===== config.mk =====
export PLATFORM = sky130hd
export DESIGN_NAME = rca6_share_ctrl
export DESIGN_NICKNAME = d
export VERILOG_FILES = /design/src/rtl/rca6_share_ctrl_pkg.sv /design/src/rtl/rca6_share_ctrl_rr_arb2.sv /design/src/rtl/rca6_share_ctrl.sv
export SDC_FILE = /design/constraint.sdc
export NUM_CORES = 1
export LEC_CHECK = 0
export ABC_AREA = 1
export CAP_MARGIN = 25
export CORE_MARGIN = 2
export CORE_UTILIZATION = 35
export DETAILED_ROUTE_END_ITERATION = 10
export GPL_TIMING_DRIVEN = 0
export PLACE_DENSITY = 0.68
export SLEW_MARGIN = 10
export SYNTH_ARGS = -nofsm -noshare
export SYNTH_HDL_FRONTEND = slang
export SYNTH_SLANG_ARGS = --single-unit

===== constraint.sdc =====
create_clock -name clk -period 1.4 [get_ports clk]
set_input_delay 0.14 -clock clk [delete_from_list [all_inputs] [get_ports clk]]
set_output_delay 0.14 -clock clk [all_outputs]
set_load 0.05 [all_outputs]

===== src/rtl/rca6_share_ctrl_pkg.sv =====
// rtl/rca6_share_ctrl_pkg.sv - shared encodings for the rca6 adder-sharing controller
package rca6_share_ctrl_pkg;

  localparam int AW_DEF = 6;

  localparam logic [1:0] OP_ADD   = 2'b00;
  localparam logic [1:0] OP_SUB   = 2'b01;
  localparam logic [1:0] OP_ADD12 = 2'b10;
  localparam logic [1:0] OP_SUB12 = 2'b11;

  typedef enum logic [1:0] {
    S_IDLE = 2'd0,
    S_LO   = 2'd1,
    S_HI   = 2'd2,
    S_DONE = 2'd3
  } state_t;

  function automatic logic op_is_sub(input logic [1:0] op);
    return (op == OP_SUB) || (op == OP_SUB12);
  endfunction

  function automatic logic op_is_wide(input logic [1:0] op);
    return (op == OP_ADD12) || (op == OP_SUB12);
  endfunction

endpackage


===== src/rtl/rca6_share_ctrl_rr_arb2.sv =====
// rtl/rca6_share_ctrl_rr_arb2.sv - two-requester round-robin arbiter
// The pointer moves to the other requester only when i_en is high and a grant is made.
module rr_arb2 (
  input  logic       clk,
  input  logic       rst_n,
  input  logic [1:0] i_req,
  input  logic       i_en,
  output logic [1:0] o_grant
);

  logic r_prio;

  always_comb begin
    o_grant = i_req;
    if (i_req == 2'b11) begin
      o_grant = r_prio ? 2'b10 : 2'b01;
    end
  end

  always_ff @(posedge clk or negedge rst_n) begin
    if (!rst_n) begin
      r_prio <= 1'b0;
    end else if (i_en && (|i_req)) begin
      r_prio <= o_grant[0];
    end
  end

endmodule


===== src/rtl/rca6_share_ctrl.sv =====
// rtl/rca6_share_ctrl.sv - time-shares one external AW-bit ripple adder between two requesters
// 2*AW ops run as a low pass then a high pass chained through the registered carry.
module rca6_share_ctrl
  import rca6_share_ctrl_pkg::*;
#(
  parameter int AW = AW_DEF
) (
  input  logic            clk,
  input  logic            rst_n,
  input  logic [1:0]      req_valid,
  output logic [1:0]      req_ready,
  input  logic [1:0]      req_op0,
  input  logic [1:0]      req_op1,
  input  logic [2*AW-1:0] req_a0,
  input  logic [2*AW-1:0] req_b0,
  input  logic [2*AW-1:0] req_a1,
  input  logic [2*AW-1:0] req_b1,
  output logic [AW-1:0]   add_a,
  output logic [AW-1:0]   add_b,
  output logic            add_cin,
  input  logic [AW-1:0]   add_sum,
  input  logic            add_cout,
  output logic            resp_valid,
  input  logic            resp_ready,
  output logic            resp_id,
  output logic [2*AW-1:0] resp_result,
  output logic            resp_cout,
  output logic            resp_ovf
);

  state_t          r_state;
  state_t          w_next;
  logic [1:0]      r_op;
  logic [2*AW-1:0] r_a;
  logic [2*AW-1:0] r_b;
  logic [2*AW-1:0] r_result;
  logic            r_id;
  logic            r_cout;
  logic            r_ovf;

  logic [1:0]      w_grant;
  logic            w_accept_en;
  logic            w_accept;
  logic            w_is_sub;
  logic            w_is_wide;
  logic            w_ovf;

  // Gating with rst_n keeps req_ready low while reset is held, even though the FSM sits in IDLE.
  assign w_accept_en = rst_n && (r_state == S_IDLE);
  assign w_accept    = w_accept_en && (|req_valid);
  assign req_ready   = w_accept_en ? w_grant : 2'b00;

  assign w_is_sub  = op_is_sub(r_op);
  assign w_is_wide = op_is_wide(r_op);

  rr_arb2 u_arb (
    .clk     (clk),
    .rst_n   (rst_n),
    .i_req   (req_valid),
    .i_en    (w_accept_en),
    .o_grant (w_grant)
  );

  always_comb begin
    w_next  = r_state;
    add_a   = '0;
    add_b   = '0;
    add_cin = 1'b0;
    case (r_state)
      S_IDLE: begin
        if (|req_valid) w_next = S_LO;
      end
      S_LO: begin
        add_a   = r_a[AW-1:0];
        add_b   = r_b[AW-1:0] ^ {AW{w_is_sub}};
        add_cin = w_is_sub;
        w_next  = w_is_wide ? S_HI : S_DONE;
      end
      S_HI: begin
        add_a   = r_a[2*AW-1:AW];
        add_b   = r_b[2*AW-1:AW] ^ {AW{w_is_sub}};
        add_cin = r_cout;
        w_next  = S_DONE;
      end
      S_DONE: begin
        if (resp_ready) w_next = S_IDLE;
      end
      default: w_next = S_IDLE;
    endcase
  end

  // Signed overflow of whichever pass is currently on the adder.
  assign w_ovf = (add_a[AW-1] == add_b[AW-1]) && (add_sum[AW-1] != add_a[AW-1]);

  always_ff @(posedge clk or negedge rst_n) begin
    if (!rst_n) begin
      r_state  <= S_IDLE;
      r_op     <= OP_ADD;
      r_a      <= '0;
      r_b      <= '0;
      r_id     <= 1'b0;
      r_result <= '0;
      r_cout   <= 1'b0;
      r_ovf    <= 1'b0;
    end else begin
      r_state <= w_next;
      case (r_state)
        S_IDLE: begin
          if (w_accept) begin
            r_id <= w_grant[1];
            r_op <= w_grant[1] ? req_op1 : req_op0;
            r_a  <= w_grant[1] ? req_a1 : req_a0;
            r_b  <= w_grant[1] ? req_b1 : req_b0;
          end
        end
        S_LO: begin
          r_result <= {{AW{1'b0}}, add_sum};
          r_cout   <= add_cout;
          r_ovf    <= w_ovf;
        end
        S_HI: begin
          r_result[2*AW-1:AW] <= add_sum;
          r_cout              <= add_cout;
          r_ovf               <= w_ovf;
        end
        default: ;
      endcase
    end
  end

  assign resp_valid  = (r_state == S_DONE);
  assign resp_id     = r_id;
  assign resp_result = r_result;
  assign resp_cout   = r_cout;
  assign resp_ovf    = r_ovf;

endmodule


== Word level (Yosys, flattened, before mapping) ==
Cells that the tools add are included.
Word-level totals
  input port bits: 64
  logic and storage cells: 48
  bits in registers: 44
  output and inout bits: 31
Operators by class
  bitwise logic cells: 2
  equality and inequality tests: 11
  muxes and demuxes: 14
  reduce and logical (&&, ||, !) cells: 11
Operators by type and width (count)
  6-bit case mux with 2 select lines: 3
  12-bit two-way mux: 2
  2-bit two-way mux: 6
  6-bit bitwise XOR: 2
  2-bit == test (second input constant): 5
  2-bit case mux with 4 select lines: 1
  2-bit by 1-bit == test with 1-bit output (second input constant): 2
  2-bit by 1-bit != test with 1-bit output (second input constant): 2
  2-bit AND reduction: 2
  2-bit OR reduction: 2
  1-bit logical AND: 3
  2-bit logical NOT: 1
  1-bit logical OR: 2
  1-bit case mux with 2 select lines: 1
  2-bit nonzero test: 1
  1-bit == test: 1
  1-bit two-way mux: 1
  1-bit != test: 1

== Longest topological paths before layout ==
  depth after elaboration: 6
  gate-level depth with buffers: 10
  mapped depth without buffers: 9

== Cells and area by module ==
From an unflattened synthesis, not the netlist that was laid out.
Second synthesis, totals
  cells, all modules: 296
  area total of the unflattened synthesis: 2537.4 um^2
By module, submodules not included
  rca6_share_ctrl: cells an instance 288, seq. area each 1076.0 um^2, times used 1, area each 2477.4 um^2
  rr_arb2: cells an instance 8, seq. area each 25.0 um^2, times used 1, area each 60.1 um^2

== Worst setup path before layout ==
OpenSTA, ideal clock, no wires.
  path kind: register to output
  from: register r_state[0]
  to: output port add_b[1]
  cell stages (with the launch flop): 9
  data required time: 1.260 ns
  setup slack: -0.734 ns
  path buffers: 2
  arrival time: 1.994 ns
  path through: dfrtp_1 > inv_1 > ha_1 > buf_2 > buf_2 > nand2_1 > o21ai_0 > o21ai_0 > a21oi_1
On the way
  word-level cells in the longest chain between the ends: 2
  elaborated cells on any way between the ends: 3
  those cells by class: 2 x eq/ne; 1 x mux
Ends and longest elaborated chain
  from (decl): line rca6_share_ctrl.sv:31  | state_t r_state;
  from (signal assigned): line rca6_share_ctrl.sv:106  | r_state <= w_next;
  2-bit == test or 2-bit by 1-bit == test with 1-bit output (tied branches): line rca6_share_ctrl.sv:69  | case (r_state)
  6-bit case mux with 2 select lines *: line rca6_share_ctrl.sv:69
  to (decl): line rca6_share_ctrl.sv:19  | output logic [AW-1:0] add_b,
Every way passes the cells marked *; elsewhere a longest branch is shown, timed or not.

== Final worst setup path ==
Same ends and word-level chain as after synthesis.

==> metrics <==
unrepaired setup endpoints after global routing true; Pins Over Slew Limit 0; sum of net half-perimeters after detailed placement roughly 5500 um; overall power consumption 0.01104 W; smallest setup slack after layout -511.4 ps; endpoint type of the worst setup path output pin; overall die area 7917 sq um; aggregate negative setup slack -11430 ps; worst slew margin relative to its limit 67.38%; Die Wd 88.98 um; fraction of final layout cells with drive strength greater than 1 38.85%; initial core utilization 36.59%; Routed Antenna Nets 0; synthesized area per cell between 8 and 9 sq um; global placement routability congestion 0.7805; largest fanout of any net on the critical path 5; post-placement setup slack -1092 ps; number of global-route vias before repair 2636; number of antenna repair diodes 0; period utilisation layout 136.5%; sequential share of the synthesized area 43.56%; part of the total power dissipated in sequential elements 20.9%; number of max-capacitance violations reported 0; Synthesized Nets 369; insertion delay to the later sink of the worst-skew pair 300 ps; final WL 7981 um; time the final worst path needs with I/O delays and setup between 1500 and 2000 ps; switching power of the nets 0.005607 W; flops & latches, synth 44; initial DRC count approximately 110; per-cell routed wire length between 15 and 20 um; count of boundary I/O pins 95; required time of the critical path 1260 ps; number of buffers created by CTS 5; total gr overflow 0; gate count after technology mapping 300; H-tree levels 2; number of detailed-route iterations in the first pass 4; largest clock skew in the final design 8.340 ps; worst setup path class reg2out; wire length of the first global-routing pass between 10000 and 15000 um; maximum clock frequency 0.5232 GHz; cell internal pwr 0.005431 W; overall track demand over capacity in global routing 20.84%; CTS tree built; port buffer count between 90 and 100; Vert. Die Dim 88.98 um; number of warnings issued by yosys 0; vias 2616; # DRC 0; number of nets in the finished design 503; post-synthesis instance area between 2000 and 3000 sq um; count of final setup violators 47; Clock Sink Count 44; outcome finished with violations; power density over the cells 2457 nW/um^2; combinational group share of total power 71.4%; number of fill cells in the layout 585; data arrival time of the critical path ~1800 ps; total area of multi-input combinational cells 1538 sq um; FF/Latch Area 1102 sq um; maximum number of pins on one net before global-route repair 25; antenna violations before repair 0; Std-Cell Core Area 6907 sq um; Worst IR Drop VDD 1326 uV; clock network fraction of design power 7.7%; failing checks negative setup slack; relative area change from synthesis to final layout 77.77%; net switching fraction of the power 50.80%; worst-case register-to-register setup slack -220 ps; vias per std cell 4.927; num rows 30; post-synthesis cell type count 25; Hold Violations, Final 0; static leakage power 1.894 nW; register clock-pin slew on the reported worst setup and hold paths 90 ps; Worst Max-Slew Pin Slew 491.3 ps; post-layout instance area 4493 sq um; launching element type of the critical path register; Root Buffer Master sky130_fd_sc_hd__clkbuf_8; type of the worst min-delay path in2async; maximum buffer depth of the clock tree 2; placed cell areas 3816 sq um
## registers in the layout (all words and copies together) (netlist names)
register	cells
u_arb.r_prio	1
resp_result	12
r_a	12
resp_ovf	1
resp_cout	1
resp_id	1
r_state	2
r_b	12
r_op	2
## cell usage in the layout (no fill, tap or decap), types with 2 or more instances in the layout
cell type	count
sky130_fd_sc_hd__ha_4	3
sky130_fd_sc_hd__a21oi_1	7
sky130_fd_sc_hd__nand2_2	10
sky130_fd_sc_hd__dfrtp_1	43
sky130_fd_sc_hd__dlygate4sd2_1	14
sky130_fd_sc_hd__clkinvlp_4	5
sky130_fd_sc_hd__buf_2	2
sky130_fd_sc_hd__o21ai_4	6
sky130_fd_sc_hd__a21oi_4	11
sky130_fd_sc_hd__o21ai_2	28
sky130_fd_sc_hd__clkdlybuf4s50_1	62
sky130_fd_sc_hd__buf_12	5
sky130_fd_sc_hd__dlygate4sd3_1	2
sky130_fd_sc_hd__inv_2	6
sky130_fd_sc_hd__nor2_4	10
sky130_fd_sc_hd__nor2_2	3
sky130_fd_sc_hd__inv_1	14
sky130_fd_sc_hd__o21ai_0	18
sky130_fd_sc_hd__clkbuf_8	7
sky130_fd_sc_hd__o21ai_1	48
sky130_fd_sc_hd__nand2_4	7
sky130_fd_sc_hd__buf_8	9
sky130_fd_sc_hd__buf_6	26
sky130_fd_sc_hd__nor2_1	22
sky130_fd_sc_hd__nand3_1	3
sky130_fd_sc_hd__nand3_2	2
sky130_fd_sc_hd__buf_4	20
sky130_fd_sc_hd__nand2_1	30
## synth_stat cells (all sizes together)
master	count	area, sq um
o21ai	100	586.8
nand2	47	176.4
dfrtp	44	1101
nor2	36	226.5
inv	24	92.60
a21oi	18	90.09
buf	15	130.1
ha	5	62.56
nand3	5	25.02
clkbuf	3	11.26
a22oi	1	12.51
nand3b	1	7.510
nor3	1	5.000
## final cells by class
class / instances / area share, %
Buffer: 17 / 4.762
Clock buffer: 5 / 1.532
Clock inverter: 3 / 0.5291
Inverter: 24 / 2.311
Multi-Input combinational cell: 214 / 34.22
Sequential cell: 44 / 24.53
Tap cell: 96 / 2.673
Timing Repair Buffer: 128 / 29.43
## routing by layer
| layer | up-vias | part of all wire, % | track usage [%] |
|---|---|---|---|
| li1 | 1276 | - | - |
| met1 | 1239 | 43 | 27.11 |
| met2 | 84 | 49 | 35.62 |
| met3 | 17 | 4.7 | 3.232 |
| met4 | 0 | 3.0 | 6.920 |
| met5 | - | 0 | 0 |
## power by group through the flow
stage                     clock, W  combinational [W]  sequential [W]
after floorplan                  0            0.00395         0.00290
after global placement           0            0.00630         0.00227
after detailed placement         0            0.00638         0.00230
after CTS                 0.000855            0.00756         0.00229
after global routing      0.000909            0.00839         0.00239
final                     0.000849            0.00788         0.00231
## logic make-up (layout without fill, tap and decap cells)
logic type,Yosys count,in the layout,share of synthesized area [%]
simple gates,90,90,17.43
fa+ha+maj,5,5,2.475
buf+inv,42,177,9.258
compound gates,119,119,27.28
flops,44,44,43.56
## critical path, stage by stage (launching register included)
cell,delay (ps)
sky130_fd_sc_hd__dfrtp_1,400
sky130_fd_sc_hd__inv_2,120
sky130_fd_sc_hd__ha_4,170
sky130_fd_sc_hd__buf_6,120
sky130_fd_sc_hd__buf_8,130
sky130_fd_sc_hd__nand2_4,50
sky130_fd_sc_hd__o21ai_4,70
sky130_fd_sc_hd__o21ai_2,90
sky130_fd_sc_hd__a21oi_4,140
sky130_fd_sc_hd__buf_6,170
## metrics by stage
step	hold slack [ps]	util, %	std cells
after floorplan	-155.6	-	300
after global placement	464.9	55.04	490
after detailed placement	146.0	55.25	491
after CTS	390.5	63.33	523
after global routing	269.5	65.05	531
final	264.8	65.05	531
## worst paths after layout
kind	to	depth (start not counted)	startpoint
min in group clk	resp_result[3]$_DFFE_PN0N_	3	add_sum[3]
hold reg to reg	resp_result[7]$_DFFE_PN0P_	2	resp_result[7]$_DFFE_PN0P_
setup / recovery	add_b[1]	9	r_state[0]$_DFFE_PN0P_
hold / removal	resp_result[2]$_DFFE_PN0N_	2	rst_n
setup reg to reg	resp_ovf$_DFFE_PN0P_	11	r_state[0]$_DFFE_PN0P_
max in group asynchronous	r_state[1]$_DFFE_PN0P_	3	rst_n
## repair_timing
| item | 4_1_cts | 5_1_grt |
|---|---|---|
| endpoints found under the hold margin | 20 | 0 |
| resized for setup | 209 | 18 |
| buffers inserted | 20 | 7 |
| setup endpoints to repair | 73 | 55 |
| gates cloned | 3 | 0 |
| pin swaps | 20 | 10 |
| hold buffers | 2 | 0 |
Note: power is estimated with default switching activity, not from simulation.
